**src/rtl/cpu_pkg.sv**
```systemverilog
// Shared definitions for the writeback/commit stage: field widths,
// exception codes and the per-lane control payload.
package cpu_pkg;

  localparam int CPU_DATA_W    = 32;
  localparam int CPU_CSR_NUM_W = 14;
  localparam int CPU_ECODE_W   = 6;
  localparam int CPU_ESUB_W    = 9;
  localparam int RF_ADDR_W     = 5;

  // Exception codes used by the core
  localparam logic [CPU_ECODE_W-1:0] ECODE_SYS = 6'h0b;
  localparam logic [CPU_ECODE_W-1:0] ECODE_ADE = 6'h08;
  localparam logic [CPU_ECODE_W-1:0] ECODE_ALE = 6'h09;
  localparam logic [CPU_ECODE_W-1:0] ECODE_INE = 6'h0d;

  // Narrow per-lane control bits; wide data fields live in separate arrays
  // so they can follow the module's width parameters.
  typedef struct packed {
    logic                 rf_we;
    logic                 csr_re;
    logic                 csr_we;
    logic                 exc;
    logic                 ertn;
    logic [RF_ADDR_W-1:0] rf_waddr;
  } lane_ctrl_t;

endpackage

```
**src/rtl/lane_pick.sv**
```systemverilog
// Lowest-set-bit priority encoder: selects the oldest pending lane.
module lane_pick #(
  parameter int LANES = 2,
  localparam int IDX_W = (LANES > 1) ? $clog2(LANES) : 1
) (
  input  logic [LANES-1:0] req,
  output logic [LANES-1:0] onehot,
  output logic [IDX_W-1:0] idx,
  output logic             any
);

  logic found;

  // Scan from lane 0 upwards and keep the first requester only
  always_comb begin
    onehot = '0;
    idx    = '0;
    found  = 1'b0;
    for (int i = 0; i < LANES; i++) begin
      if (req[i] && !found) begin
        onehot[i] = 1'b1;
        idx       = IDX_W'(i);
        found     = 1'b1;
      end
    end
  end

  assign any = |req;

endmodule

```
**src/rtl/wb_commit_stage.sv**
```systemverilog
// Multi-lane writeback/commit stage: latches a bundle from MEM and retires
// its valid lanes in order, one per cycle, with precise exceptions/ERTN.
module wb_commit_stage
  import cpu_pkg::*;
#(
  parameter int LANES     = 2,
  parameter int DATA_W    = CPU_DATA_W,
  parameter int CSR_NUM_W = CPU_CSR_NUM_W,
  parameter int ECODE_W   = CPU_ECODE_W,
  parameter int ESUB_W    = CPU_ESUB_W
) (
  input  logic                   clk,
  input  logic                   reset,
  output logic                   wb_allowin,
  input  logic                   mem_wb_valid,
  input  logic [LANES-1:0]       mem_lane_valid,
  input  logic [LANES*DATA_W-1:0] mem_pc,
  input  logic [LANES-1:0]       mem_rf_we,
  input  logic [LANES-1:0]       mem_csr_re,
  input  logic [LANES*5-1:0]     mem_rf_waddr,
  input  logic [LANES*DATA_W-1:0] mem_rf_wdata,
  input  logic [LANES-1:0]       mem_exc,
  input  logic [LANES-1:0]       mem_ertn,
  input  logic [LANES-1:0]       mem_csr_we,
  input  logic [LANES*ECODE_W-1:0] mem_ecode,
  input  logic [LANES*ESUB_W-1:0]  mem_esubcode,
  input  logic [LANES*DATA_W-1:0]  mem_badv,
  input  logic [LANES*CSR_NUM_W-1:0] mem_csr_num,
  input  logic [LANES*DATA_W-1:0]  mem_csr_wmask,
  input  logic [LANES*DATA_W-1:0]  mem_csr_wvalue,
  output logic [CSR_NUM_W-1:0]   csr_num,
  input  logic [DATA_W-1:0]      csr_rvalue,
  output logic                   csr_we,
  output logic [DATA_W-1:0]      csr_wmask,
  output logic [DATA_W-1:0]      csr_wvalue,
  output logic                   exc_signal,
  output logic                   ertn_signal,
  output logic [DATA_W-1:0]      wb_pc,
  output logic [DATA_W-1:0]      wb_badv,
  output logic [ECODE_W-1:0]     wb_ecode,
  output logic [ESUB_W-1:0]      wb_esubcode,
  output logic                   wb_rf_we,
  output logic [4:0]             wb_rf_waddr,
  output logic [DATA_W-1:0]      wb_rf_wdata,
  output logic [DATA_W-1:0]      debug_wb_pc,
  output logic [3:0]             debug_wb_rf_we,
  output logic [4:0]             debug_wb_rf_wnum,
  output logic [DATA_W-1:0]      debug_wb_rf_wdata,
  output logic [63:0]            retire_cnt
);

  localparam int IDX_W = (LANES > 1) ? $clog2(LANES) : 1;
  localparam int CNT_W = $clog2(LANES + 1) + 1;

  logic [LANES-1:0]     pending_reg;
  lane_ctrl_t           ctrl_reg     [LANES];
  logic [DATA_W-1:0]    pc_reg       [LANES];
  logic [DATA_W-1:0]    wdata_reg    [LANES];
  logic [DATA_W-1:0]    badv_reg     [LANES];
  logic [DATA_W-1:0]    wmask_reg    [LANES];
  logic [DATA_W-1:0]    wvalue_reg   [LANES];
  logic [ECODE_W-1:0]   ecode_reg    [LANES];
  logic [ESUB_W-1:0]    esub_reg     [LANES];
  logic [CSR_NUM_W-1:0] csr_num_reg  [LANES];
  logic [63:0]          retire_cnt_reg;
  logic [DATA_W-1:0]    last_pc_reg;

  logic [LANES-1:0] cur_onehot;
  logic [IDX_W-1:0] cur_idx;
  logic             active;
  lane_ctrl_t       cur_ctrl;
  logic             cur_exc;
  logic             cur_ertn;
  logic             cur_retire;
  logic [CNT_W-1:0] pend_cnt;
  logic             load;

  lane_pick #(.LANES(LANES)) u_lane_pick (
    .req    (pending_reg),
    .onehot (cur_onehot),
    .idx    (cur_idx),
    .any    (active)
  );

  assign cur_ctrl   = ctrl_reg[cur_idx];
  assign cur_exc    = active & cur_ctrl.exc;
  // Exception wins over ERTN on the same lane
  assign cur_ertn   = active & cur_ctrl.ertn & ~cur_ctrl.exc;
  assign cur_retire = active & ~cur_ctrl.exc;

  // Number of lanes still waiting to commit
  always_comb begin
    pend_cnt = '0;
    for (int i = 0; i < LANES; i++) begin
      pend_cnt = pend_cnt + CNT_W'(pending_reg[i]);
    end
  end

  // Accept a new bundle when empty, or when the last lane retires normally
  assign wb_allowin = ~active |
                      ((pend_cnt == CNT_W'(1)) & ~cur_ctrl.exc & ~cur_ctrl.ertn);
  assign load = mem_wb_valid & wb_allowin;

  // Pending mask, retire counter and idle-hold PC
  always_ff @(posedge clk) begin
    if (reset) begin
      pending_reg    <= '0;
      retire_cnt_reg <= '0;
      last_pc_reg    <= '0;
    end else begin
      if (active) begin
        last_pc_reg <= pc_reg[cur_idx];
      end
      if (cur_retire) begin
        retire_cnt_reg <= retire_cnt_reg + 64'd1;
      end
      if (load) begin
        pending_reg <= mem_lane_valid;
      end else if (cur_exc || cur_ertn) begin
        pending_reg <= '0;
      end else if (active) begin
        pending_reg <= pending_reg & ~cur_onehot;
      end
    end
  end

  // Per-lane payload capture on bundle load
  always_ff @(posedge clk) begin
    if (reset) begin
      for (int i = 0; i < LANES; i++) begin
        ctrl_reg[i]    <= '0;
        pc_reg[i]      <= '0;
        wdata_reg[i]   <= '0;
        badv_reg[i]    <= '0;
        wmask_reg[i]   <= '0;
        wvalue_reg[i]  <= '0;
        ecode_reg[i]   <= '0;
        esub_reg[i]    <= '0;
        csr_num_reg[i] <= '0;
      end
    end else if (load) begin
      for (int i = 0; i < LANES; i++) begin
        ctrl_reg[i] <= '{rf_we:    mem_rf_we[i],
                         csr_re:   mem_csr_re[i],
                         csr_we:   mem_csr_we[i],
                         exc:      mem_exc[i],
                         ertn:     mem_ertn[i],
                         rf_waddr: mem_rf_waddr[i*5 +: 5]};
        pc_reg[i]      <= mem_pc[i*DATA_W +: DATA_W];
        wdata_reg[i]   <= mem_rf_wdata[i*DATA_W +: DATA_W];
        badv_reg[i]    <= mem_badv[i*DATA_W +: DATA_W];
        wmask_reg[i]   <= mem_csr_wmask[i*DATA_W +: DATA_W];
        wvalue_reg[i]  <= mem_csr_wvalue[i*DATA_W +: DATA_W];
        ecode_reg[i]   <= mem_ecode[i*ECODE_W +: ECODE_W];
        esub_reg[i]    <= mem_esubcode[i*ESUB_W +: ESUB_W];
        csr_num_reg[i] <= mem_csr_num[i*CSR_NUM_W +: CSR_NUM_W];
      end
    end
  end

  // Commit outputs for the current lane; everything quiet while idle
  always_comb begin
    wb_rf_we    = 1'b0;
    wb_rf_waddr = '0;
    wb_rf_wdata = '0;
    csr_num     = '0;
    csr_we      = 1'b0;
    csr_wmask   = '0;
    csr_wvalue  = '0;
    exc_signal  = cur_exc;
    ertn_signal = cur_ertn;
    wb_ecode    = '0;
    wb_esubcode = '0;
    wb_badv     = '0;
    wb_pc       = last_pc_reg;
    if (active) begin
      wb_pc       = pc_reg[cur_idx];
      wb_rf_we    = cur_ctrl.rf_we & ~cur_ctrl.exc;
      wb_rf_waddr = cur_ctrl.rf_waddr;
      wb_rf_wdata = cur_ctrl.csr_re ? csr_rvalue : wdata_reg[cur_idx];
      csr_num     = csr_num_reg[cur_idx];
      csr_we      = cur_ctrl.csr_we & ~cur_ctrl.exc;
      csr_wmask   = wmask_reg[cur_idx];
      csr_wvalue  = wvalue_reg[cur_idx];
      if (cur_ctrl.exc) begin
        wb_ecode    = ecode_reg[cur_idx];
        wb_esubcode = esub_reg[cur_idx];
        wb_badv     = badv_reg[cur_idx];
      end
    end
  end

  assign debug_wb_pc       = wb_pc;
  assign debug_wb_rf_we    = {4{wb_rf_we}};
  assign debug_wb_rf_wnum  = wb_rf_waddr;
  assign debug_wb_rf_wdata = wb_rf_wdata;
  assign retire_cnt        = retire_cnt_reg;

endmodule
```
**config.mk**
```make
export PLATFORM = sky130hd
export DESIGN_NAME = wb_commit_stage
export DESIGN_NICKNAME = d
export VERILOG_FILES = /design/src/rtl/cpu_pkg.sv /design/src/rtl/lane_pick.sv /design/src/rtl/wb_commit_stage.sv
export SDC_FILE = /design/constraint.sdc
export NUM_CORES = 1
export LEC_CHECK = 0
export CORE_AREA = 2 2 302 304
export DETAILED_ROUTE_END_ITERATION = 10
export DIE_AREA = 0 0 304 306
export SYNTH_ARGS = -nofsm -noshare
export SYNTH_HDL_FRONTEND = slang
export SYNTH_SLANG_ARGS = --single-unit
```
**constraint.sdc**
```tcl
create_clock -name clk -period 16.45 [get_ports clk]
set_input_delay 3.29 -clock clk [delete_from_list [all_inputs] [get_ports clk]]
set_output_delay 3.29 -clock clk [all_outputs]
set_load 0.01 [all_outputs]
```
==> impl_metrics.env <==
export IMPL_status="complete, no violations"
export IMPL_yosys_most_used_dff="edfxtp_1"
export IMPL_power_leakage_nw=11.5
export IMPL_clock_fmax_ghz=0.123
export IMPL_synth_avg_cell_area_um2=11.9
export IMPL_finalCriticalPeriod_ns=8.16
export IMPL_syn2layout_area_growth_pct=44.7
export IMPL_fin_skew_ns=0.0203
export IMPL_worstPathMaxFanout=2
export IMPL_drc=0
export IMPL_vias=16200
export IMPL_finalSetupViolCount=0
export IMPL_port_buffers=770
export IMPL_clkSlewWorstSetupHoldPaths_ns=0.06
export IMPL_syn_nets=2342
export IMPL_cts_sinks=496
export IMPL_p_clk_share_pct=32.6
export IMPL_start_util_pct=25.4
export IMPL_overflow=0
export IMPL_slew_headroom_pct=25.2
export IMPL_async_flop_share_pct=0
export IMPL_finalWorstSetupSlack_ns=8.29
export IMPL_ir_drop_mv=0.0682
export IMPL_hold_ws_ns=0.499
export IMPL_slew_violations=0
export IMPL_wirelength_um=71300
export IMPL_switchingPower_mw=1.01
export IMPL_ant_nets=0
export IMPL_die_area_um2=93000
export IMPL_power_frac_seq_pct=43.8
export IMPL_numCtsBuffers=56
export IMPL_place_ws_ns=8.31
export IMPL_clk_insertion_delay_late_ns=0.61
export IMPL_synth_cells=1903
export IMPL_yosysWarningCount=0
export IMPL_final_cells=3788
export IMPL_fill_cells=8847
export IMPL_gp_congestion=0.807
export IMPL_track_usage_pct=14.7
export IMPL_wl_per_cell_um=18.8
export IMPL_grt_pass1_wl_um=104000
export IMPL_floorplan_rows=110
export IMPL_arrival_ns=4.87
export IMPL_die_h_um=306
export IMPL_p_sw_share_pct=27.4
export IMPL_worstSetupPathType="in -> out"
export IMPL_die_w_um=304
export IMPL_dp_cells=3680
export IMPL_io_pins=771
export IMPL_antenna_found_initial=9
export IMPL_layout_drive_gt1_share_pct=4.72
export IMPL_rsz0062_at_grt="false"
export IMPL_post_cts_buffers=0
export IMPL_grt_max_degree=160
export IMPL_htree_num_levels=2
export IMPL_synth_distinct_cells=49
export IMPL_p_per_area_nw_per_um2=113
export IMPL_first_global_vias=16100
export IMPL_p_int_mw=2.69
export IMPL_tightest_slew_ns=1.12
export IMPL_ys_seq_area_share_pct=61.2
export IMPL_vias_per_cell=4.28
export IMPL_cp_end_kind="primary output"
export IMPL_cts_resized=0
export IMPL_holdCritPathClass="reg -> reg"
export IMPL_cts_root_buffer="clkbuf_16"
export IMPL_crit_path_start_kind="primary input"
export IMPL_drt_iter0_drc=868
export IMPL_hold_viol_final=0
export IMPL_core_um2=89600
export IMPL_hpwl_um=51500
export IMPL_tns_ns=0
export IMPL_clockBufferDepth=3
export IMPL_cts_hold_fix_buffers=0
export IMPL_cts_tree="yes"
export IMPL_syn_cell_area_um2=22700
export IMPL_cap_violations=0
export IMPL_drtPass1Iterations=5
export IMPL_synth_edf_count=398
export IMPL_fin_nets=3001
export IMPL_combPwrFrac_pct=23.5
export IMPL_required_ns=13.16
export IMPL_final_core_util_pct=36.7
export IMPL_finalCritPeriodShare_pct=49.6
export IMPL_ys_ff_latch=496
area by class of cell:
class | count | area [µm²] | area share [%]
inverters | 13 | 48.8 | 0.148
clock buffers | 67 | 1460 | 4.45
well taps | 1176 | 1470 | 4.48
diodes | 5 | 12.5 | 0.0381
clock inverters | 36 | 293 | 0.891
multi-input cells | 1205 | 7810 | 23.8
flip-flops and latches | 496 | 13900 | 42.3
repair buffers | 790 | 7870 | 23.9
synth_stat cells, types with 13 or more instances:
master      n  share of area, %
xor2_1     15              0.58
a211oi_1   32               1.1
inv_1      13              0.21
nand4_1    33              0.91
and2_1    399                11
a21oi_1    34              0.75
nor2b_1    36              0.99
buf_4      76               2.5
nor2_1    207               3.4
or3_1      22              0.61
o31ai_1    14              0.46
o21ai_0    49               1.1
or4_1      14              0.46
nand3_1    15              0.33
clkbuf_1   78               1.3
edfxtp_1  398                53
buf_1      26              0.43
mux2i_1   198               8.7
xnor2_1    15              0.58
nand2_1    65               1.1
dfxtp_1    98               8.6
stage by stage:
stage	area [µm²]	power, mW
final	32900	3.71
after floorplan	22700	2.17
after detailed placement	31100	2.54
after global placement	31100	2.53
after CTS	32900	3.77
after global routing	32900	3.88
kinds of logic after synthesis:
family / synth area share, %
AND/OR/NAND/NOR: 20.3
flip-flops: 61.2
buffers and inverters: 4.67
multiplexers: 8.84
AO/OA/AOI/OAI: 3.58
XOR/XNOR: 1.16
adder cells (fa/ha/maj): 0.220
metal layers:
metal | part of all wire [%] | vias to the layer above | track usage, %
li1 | - | 7917 | -
met1 | 40 | 7718 | 17.2
met2 | 51 | 481 | 25.9
met3 | 7.1 | 89 | 4.47
met4 | 2.3 | 6 | 4.15
met5 | 0.062 | - | 0
worst paths after layout:
| check | start | end | slack (ns) | cells after the start |
|---|---|---|---|---|
| max | csr_rvalue[19] | wb_rf_wdata[19] | 8.29 | 4 |
| min reg2reg | retire_cnt[1] | retire_cnt[1] | 0.50 | 2 |
| max reg2reg | pending_reg[0] | wvalue_reg[1][14] | 11.40 | 9 |
| min | retire_cnt[1] | retire_cnt[1] | 0.50 | 2 |
layout by cell type (no fill, tap or decap), drive strengths merged, types with 4 or more instances in the layout:
cell / n
xor2: 15
nand2: 65
and3: 7
mux2i: 198
ha: 4
a21oi: 34
nor2: 207
diode: 5
a211oi: 32
or3: 23
inv: 17
and4: 5
o21ai: 49
buf: 21
xnor2: 15
clkinv: 28
edfxtp: 398
or4: 14
o31ai: 14
nor3: 10
nor2b: 36
nand4: 35
and2: 399
bufinv: 4
nor4: 11
dfxtp: 98
clkdlybuf4s50: 769
clkbuf: 67
nand3: 15
power by group through the flow:
stage	Combinational, mW	Clock (mW)	Sequential, mW
final	0.872	1.21	1.62
after global routing	0.945	1.29	1.64
after CTS	0.892	1.25	1.63
after detailed placement	0.886	0	1.65
after global placement	0.882	0	1.65
after floorplan	0.474	0	1.70
worst max-delay path: stages:
cell,delay [ns]
clkdlybuf4s50_1,0.45
nor2_1,0.04
a211oi_1,0.45
clkdlybuf4s50_1,0.64
No activity file was read; power rests on OpenSTA's default activity.
